## config.mk

```make
export PLATFORM = sky130hd
export DESIGN_NAME = lfsr_rr_sched
export DESIGN_NICKNAME = d
export VERILOG_FILES = /design/src/rtl/lfsr_rr_sched_pkg.sv /design/src/rtl/lfsr_rr_sched_core.sv /design/src/rtl/lfsr_rr_sched.sv
export SDC_FILE = /design/constraint.sdc
export NUM_CORES = 1
export LEC_CHECK = 0
export ABC_AREA = 1
export BUFFER_PORTS_ARGS = -buffer_cell sky130_fd_sc_hd__buf_2
export CORE_MARGIN = 4
export CORE_UTILIZATION = 40
export CTS_CLUSTER_SIZE = 40
export DETAILED_ROUTE_END_ITERATION = 12
export PLACE_DENSITY_LB_ADDON = 0.2
export SLEW_MARGIN = 15
export SYNTH_ARGS = -nofsm -noshare
export SYNTH_HDL_FRONTEND = slang
export SYNTH_HIERARCHICAL = 1
export SYNTH_SLANG_ARGS = --single-unit
```

## constraint.sdc

```tcl
create_clock -name clk -period 2 [get_ports clk]
set_input_delay 0.2 -clock clk [delete_from_list [all_inputs] [get_ports clk]]
set_output_delay 0.2 -clock clk [all_outputs]
set_load 0.01 [all_outputs]
```

## src/rtl/lfsr_rr_sched_pkg.sv

```systemverilog
// Shared definitions for the LFSR round-robin scheduler: LFSR geometry,
// FSM encoding and the all-zero lockup substitute.
package lfsr_rr_sched_pkg;

  localparam int LFSR_W = 4;
  localparam int TAP_A  = 3;
  localparam int TAP_B  = 0;

  localparam logic [LFSR_W-1:0] LOCKUP_SUB = 4'b0001;

  typedef enum logic [1:0] {
    ST_IDLE  = 2'd0,
    ST_GRANT = 2'd1,
    ST_SEED  = 2'd2
  } state_e;

  // x^4 + x^3 + 1 Fibonacci step, period 15 for any non-zero state.
  function automatic logic [LFSR_W-1:0] lfsr_next(input logic [LFSR_W-1:0] q);
    return {q[LFSR_W-2:0], q[TAP_A] ^ q[TAP_B]};
  endfunction

endpackage

```

## src/rtl/lfsr_rr_sched_core.sv

```systemverilog
// LFSR register with load (zero-seed guarded) and advance enable.
module lfsr_core
  import lfsr_rr_sched_pkg::*;
#(
  parameter logic [LFSR_W-1:0] SEED = 4'b0001
) (
  input  logic              clk,
  input  logic              rst,
  input  logic              adv,
  input  logic              ld,
  input  logic [LFSR_W-1:0] ld_val,
  output logic [LFSR_W-1:0] q
);

  logic [LFSR_W-1:0] q_q;
  logic [LFSR_W-1:0] q_d;

  // Load wins over advance; an all-zero seed would lock the LFSR, so substitute.
  always_comb begin
    q_d = q_q;
    if (ld) begin
      if (ld_val == {LFSR_W{1'b0}}) begin
        q_d = LOCKUP_SUB;
      end else begin
        q_d = ld_val;
      end
    end else if (adv) begin
      q_d = lfsr_next(q_q);
    end else begin
      q_d = q_q;
    end
  end

  // LFSR state register.
  always_ff @(posedge clk or negedge rst) begin
    if (!rst) begin
      q_q <= SEED;
    end else begin
      q_q <= q_d;
    end
  end

  assign q = q_q;

endmodule

```

## src/rtl/lfsr_rr_sched.sv

```systemverilog
// Round-robin scheduler handing out one LFSR word per grant; owns the
// arbiter, rotating pointer and IDLE/GRANT/SEED control FSM.
module lfsr_rr_sched
  import lfsr_rr_sched_pkg::*;
#(
  parameter int                N_REQ = 4,
  parameter logic [LFSR_W-1:0] SEED  = 4'b0001
) (
  input  logic              clk,
  input  logic              rst,
  input  logic [N_REQ-1:0]  req,
  input  logic              seed_ld,
  input  logic [LFSR_W-1:0] seed_in,
  output logic [N_REQ-1:0]  gnt,
  output logic [LFSR_W-1:0] rnd_out,
  output logic              rnd_valid,
  output logic              busy,
  output logic              wrap
);

  localparam int PTR_W = (N_REQ > 2) ? $clog2(N_REQ) : 1;

  state_e              state_q, state_d;
  logic [PTR_W-1:0]    ptr_q, ptr_d;
  logic [N_REQ-1:0]    gnt_q, gnt_d;
  logic [LFSR_W-1:0]   rnd_q, rnd_d;
  logic                valid_q, valid_d;
  logic                busy_q, busy_d;
  logic                wrap_q, wrap_d;

  logic [LFSR_W-1:0]   lfsr_s;
  logic                adv_s;
  logic                ld_s;
  logic                found_s;
  logic [PTR_W-1:0]    win_s;
  logic [PTR_W-1:0]    ptr_nx_s;

  lfsr_core #(
    .SEED (SEED)
  ) u_lfsr (
    .clk    (clk),
    .rst    (rst),
    .adv    (adv_s),
    .ld     (ld_s),
    .ld_val (seed_in),
    .q      (lfsr_s)
  );

  // First active requester at or above ptr, wrapping modulo N_REQ.
  always_comb begin
    found_s = 1'b0;
    win_s   = {PTR_W{1'b0}};
    for (int i = 0; i < N_REQ; i++) begin
      if (!found_s && req[(int'(ptr_q) + i) % N_REQ]) begin
        found_s = 1'b1;
        win_s   = PTR_W'((int'(ptr_q) + i) % N_REQ);
      end
    end
    if (win_s == PTR_W'(N_REQ - 1)) begin
      ptr_nx_s = {PTR_W{1'b0}};
    end else begin
      ptr_nx_s = win_s + PTR_W'(1);
    end
  end

  // Control FSM: seed_ld outranks requests; SEED always returns to IDLE.
  always_comb begin
    state_d = state_q;
    ptr_d   = ptr_q;
    gnt_d   = {N_REQ{1'b0}};
    rnd_d   = rnd_q;
    valid_d = 1'b0;
    busy_d  = 1'b0;
    wrap_d  = 1'b0;
    adv_s   = 1'b0;
    ld_s    = 1'b0;
    case (state_q)
      ST_IDLE, ST_GRANT: begin
        if (seed_ld) begin
          state_d = ST_SEED;
          busy_d  = 1'b1;
        end else if (found_s) begin
          state_d = ST_GRANT;
          gnt_d   = {{(N_REQ-1){1'b0}}, 1'b1} << win_s;
          rnd_d   = lfsr_s;
          valid_d = 1'b1;
          adv_s   = 1'b1;
          ptr_d   = ptr_nx_s;
          wrap_d  = (lfsr_next(lfsr_s) == SEED);
        end else begin
          state_d = ST_IDLE;
        end
      end
      ST_SEED: begin
        ld_s    = 1'b1;
        state_d = ST_IDLE;
      end
      default: begin
        state_d = ST_IDLE;
      end
    endcase
  end

  // State, pointer and registered outputs.
  always_ff @(posedge clk or negedge rst) begin
    if (!rst) begin
      state_q <= ST_IDLE;
      ptr_q   <= {PTR_W{1'b0}};
      gnt_q   <= {N_REQ{1'b0}};
      rnd_q   <= {LFSR_W{1'b0}};
      valid_q <= 1'b0;
      busy_q  <= 1'b0;
      wrap_q  <= 1'b0;
    end else begin
      state_q <= state_d;
      ptr_q   <= ptr_d;
      gnt_q   <= gnt_d;
      rnd_q   <= rnd_d;
      valid_q <= valid_d;
      busy_q  <= busy_d;
      wrap_q  <= wrap_d;
    end
  end

  assign gnt       = gnt_q;
  assign rnd_out   = rnd_q;
  assign rnd_valid = valid_q;
  assign busy      = busy_q;
  assign wrap      = wrap_q;

endmodule

```

# Word level (Yosys, flattened, before mapping)
# Cells that the tools add are included.
# word_totals
output_inout_bits	11
in_bits	11
register_bits	19
elab_cells	78
# op_classes
shifts	1
muxes	38
n_lt_le_gt_ge	4
eq_ne	4
n_reduce_logical	14
bitwise_logic	5
n_addsub	4
# op_table
op	count
$mux 4	6
$mux 1	21
$mux 2	7
$lt 3x4->1 const B	3
$bmux 1 s2	4
$reduce_or 2->1	4
$add 2x1->2 const B	2
$add 2x2->2 const B	2
$eq 2x2->1 const B	2
$eq 4x1->1 const B	1
$logic_not 4->1	1
$shl 1x2->4 const A	1
$and 1x1->1 const A	3
$logic_and 1x1->1	3
$logic_not 1->1	3
$lt 2x3->1 const B	1
$reduce_and 3->1	1
$eq 2x1->1 const B	1
$logic_not 2->1	1
$reduce_bool 2->1	1
$not 1->1	1
$xor 1x1->1	1

# Depth between registers and ports, before layout
# logic_depth
depth_word	19
depth_mapped	14
depth_no_buf	14

# Cells and area by module
# Netlist, hierarchy kept.
# by_module_without_submodules
mod	area_per_inst_um2	cells_per_inst	instances	seq_area_each_um2
lfsr_rr_sched	827.0	116	1	325.3
lfsr_core	232.7	32	1	101.3

# Least setup slack after synthesis
# OpenSTA, ideal clock, no wires.
# synth_path
path_type	register to register
startpoint	reg ptr_q[0]
endpoint	reg ptr_q[1]
arrival_time_ns	1.555
path_slack_ns	0.329
setup_ns	0.116
path_stages_with_launch	13
path_buffers	1
t_required_ns	1.884
synth_period_minus_slack_ns	1.671
cell_sequence	dfrtp_1 buf_6 nand2_1 nand2_2 nand2_1 nand2_2 nor2_4 nand3_2 nand3_1 inv_1 ha_1 nand2_1 nand2_1
# synth_between
elab_chain_len	14
word_cells_on_any_way	32
classes_between	4 x add/sub; 1 x eq/ne; 20 x mux; 7 x reduce/logical
# synth_lines
item	line	text
from (decl)	lfsr_rr_sched.sv:24	logic [PTR_W-1:0] ptr_q, ptr_d;
from (signal assigned)	lfsr_rr_sched.sv:108	ptr_q <= {PTR_W{1'b0}};
from (signal assigned)	lfsr_rr_sched.sv:116	ptr_q <= ptr_d;
$add 2x1->2 / $bmux 1 s2 (equally long branches)	lfsr_rr_sched.sv:54, lfsr_rr_sched.sv:56	
$bmux 1 s2 / $mux 1 (equally long branches)	lfsr_rr_sched.sv:54	if (!found_s && req[(int'(ptr_q) + i) % N_REQ]) begin
$mux 1 (implied by the code)	lfsr_rr_sched.sv:54	
$mux 1 (implied by the code) / $logic_not 1->1 (equally long branches)	lfsr_rr_sched.sv:54	
$logic_and 1x1->1	lfsr_rr_sched.sv:54	
$mux 1	lfsr_rr_sched.sv:54	
$logic_not 1->1	lfsr_rr_sched.sv:54	
$logic_and 1x1->1	lfsr_rr_sched.sv:54	
$mux 1	lfsr_rr_sched.sv:54	
$logic_not 1->1	lfsr_rr_sched.sv:54	
$logic_and 1x1->1	lfsr_rr_sched.sv:54	
$mux 2 *	lfsr_rr_sched.sv:54	
$add 2x1->2 / $eq 2x2->1 (equally long branches)	lfsr_rr_sched.sv:62, lfsr_rr_sched.sv:59	
$mux 2 *	lfsr_rr_sched.sv:59	if (win_s == PTR_W'(N_REQ - 1)) begin
via ptr_nx_s[1]	lfsr_rr_sched.sv:36	logic [PTR_W-1:0] ptr_nx_s;
# Mark *: on every way through the listed nets, which the timed path passes. The rest lies on a longest branch. The select of a mux whose other input is x is not followed.
# A chain may end at the register's enable or synchronous reset.

# Worst setup path in the final report
# Same ends and word-level chain as after synthesis.

==> results_dict.tcl <==
set metrics [dict create \
    status "finished, final reports clean" \
    p_leak_nw 0.739 \
    grt_overflow 0 \
    hold_viol 0 \
    root_buffer "clkbuf_4" \
    finalCritPeriodShare_pct 93.0 \
    grt_max_degree 18 \
    grt_use_total_pct 13.0 \
    required_ps 2180 \
    clock_path_buffers 2 \
    fillers 244 \
    crit_fanout 7 \
    ys_ff_latch 17 \
    max_freq_ghz 0.538 \
    ys_warn_count 6 \
    n_antenna_cell 0 \
    cts_tree "built" \
    ios 22 \
    htreeDepth 1 \
    startpoint_type "register" \
    maxCapViolations 0 \
    antenna_found_initial 0 \
    avgSynthCellArea_um2 7.16 \
    relSlewSlack_pct 68.3 \
    grt_pass1_wl_mm 3.54 \
    timing.hold.ws_ps 118 \
    ant_nets 0 \
    worstMarginPinSlew_ps 474 \
    syn-instance-count 148 \
    core_um2 2500 \
    crit_path_end_kind "register" \
    die_width_um 59.5 \
    vias 951 \
    start_util_pct 42.4 \
    cts.sinks 17 \
    powerDensity_nw_per_um2 1500 \
    wl_mm 2.06 \
    fp.dieH_um 59.5 \
    min_path_type "in2reg" \
    drt_iter0_drc 20 \
    final_core_util_pct 49.5 \
    viasPerCell 4.66 \
    crit_path_frequent_cell "nand2_1" \
    finalPower_mw 1.86 \
    io_buffers 21 \
    yosysUniqueCellTypes 21 \
    finalSetupViolCount 0 \
    regArea_um2 428 \
    clk_pin_slew_ps 90 \
    clk_latency_ps 280 \
    critPathArrivalTime_ps 2040 \
    path_cells "buf_4 -> nand2_1 -> nand2_2 -> nand2_1 -> nand2_2 -> nor2_4 -> nand3_2 -> nand3_2 -> inv_1 -> ha_1 -> nand2_1 -> nand2_1" \
    grt_pass1_vias 902 \
    area_growth_pct 16.9 \
    irDropWorstVdd_mv 0.712 \
    period_needed_ps 1860 \
    routedWlPerCell_um 10.1 \
    multiInputGateArea_um2 515 \
    num_rows 18 \
    final_nets 190 \
    drive_above_1_share_pct 25.9 \
    slew_viol_final 0 \
    drt-pass1-iter-count 6 \
    die_area_um2 3540 \
    critPathSlowestCell "dfrtp_2" \
    slowest_delay_ps 450 \
    syn-num-nets 163 \
    crit_type "reg2reg" \
    netlist_area_um2 1060 \
    reg2reg_slack_ps 140 \
    finClkSkew_ps 3.62 \
    numCtsBuffers 3 \
    drc 0 \
    place_congestion 0.803 \
    dp_hpwl_mm 1.59 \
    ys_seq_area_share_pct 40.3 \
]
-- placed cells by master (no fill, tap or decap), types with 2 or more instances in the layout --
cell type and count:
o21ai_1 4, nor3_1 2, buf_2 21, inv_2 3, buf_4 2, nand2_2 7, clkbuf_4 3, nand3_2 2
nand2_1 50, nor2_1 13, nand3_1 11, inv_1 24, o21ai_0 2, ha_1 4, dfrtp_1 15, nor2_4 3
-- metal layers --
layer,vias up,global-route usage [%],part of all wire (%)
met5,-,0,0
met1,428,15.6,45
li1,501,-,-
met2,20,22.2,49
met4,0,2.91,0.68
met3,2,4.58,5.1
-- per-stage QoR --
stage               area (um2)  setup slack, ps  instances  TNS, ps
floorplan                 1060              329        148        0
global placement          1180              114        198        0
detailed placement        1180             10.4        198        0
CTS                       1220             39.4        203        0
global route              1240            -3.75        204    -3.75
finish                    1240              141        204        0
-- repair_timing --
item / 4_1_cts / 5_1_grt
setup buffers: 0 / 1
endpoints found under the hold margin: 16 / 0
setup endpoints to repair: 1 / 4
hold buffers: 1 / 0
resized for setup: 1 / 2
-- state kept, by name, summed over array words and instances (netlist names) --
name       flops
rnd_valid      1
u_lfsr/q       4
ptr_q          2
state_q        1
gnt            4
rnd_out        4
wrap           1
-- cell type report --
type	count	share of cell area, %
Multi-Input combinational cell	102	41.6
Timing Repair Buffer	24	10.5
Tap cell	30	3.03
Clock buffer	4	2.12
Inverter	27	8.18
Sequential cell	17	34.5
-- kinds of logic (layout without fill, tap and decap cells) --
| kind of cell | count (synthesis) | count (layout) | share of synthesized area (%) |
|---|---|---|---|
| adder cells (fa/ha/maj) | 4 | 4 | 4.72 |
| AO/OA/AOI/OAI | 8 | 8 | 4.60 |
| buffers and inverters | 29 | 55 | 12.0 |
| AND/OR/NAND/NOR | 90 | 90 | 38.4 |
| flip-flops | 17 | 17 | 40.3 |
-- worst max-delay path, delay by kind of cell (launching register included) --
family	cells	cell delay [ps]
buffers and inverters	2	230
DFF	1	450
and+or+nand+nor	9	790
adders and majority gates	1	290
-- cells in the mapped netlist, drive strengths merged --
cell	count	share of area [%]
a211oi	1	1.2
buf	2	2.5
dfrtp	16	38
dfstp	1	2.5
ha	4	4.7
inv	27	9.6
nand2	58	23
nand3	13	6.6
nand4	1	0.59
nor2	16	7.3
nor3	2	0.94
o21ai	6	2.8
o22ai	1	0.59
-- path summary, 6_finish.rpt --
kind,startpoint,end,cells past startpoint
min,seed_ld,state_q[1],3
min reg2reg,state_q[1],state_q[1],1
min in group asynchronous,rst,rnd_out[0],2
max in group asynchronous,rst,u_lfsr/q[0],2
max reg2reg,ptr_q[0],ptr_q[1],12
max,ptr_q[0],ptr_q[1],12
-- power by group --
group	leakage (nW)	internal, mW	switching [mW]
clock network	0.0150	0.0774	0.102
logic	0.515	0.398	0.687
registers	0.210	0.492	0.0986
total	0.739	0.968	0.888
Note: power is estimated with default switching activity, not from simulation.
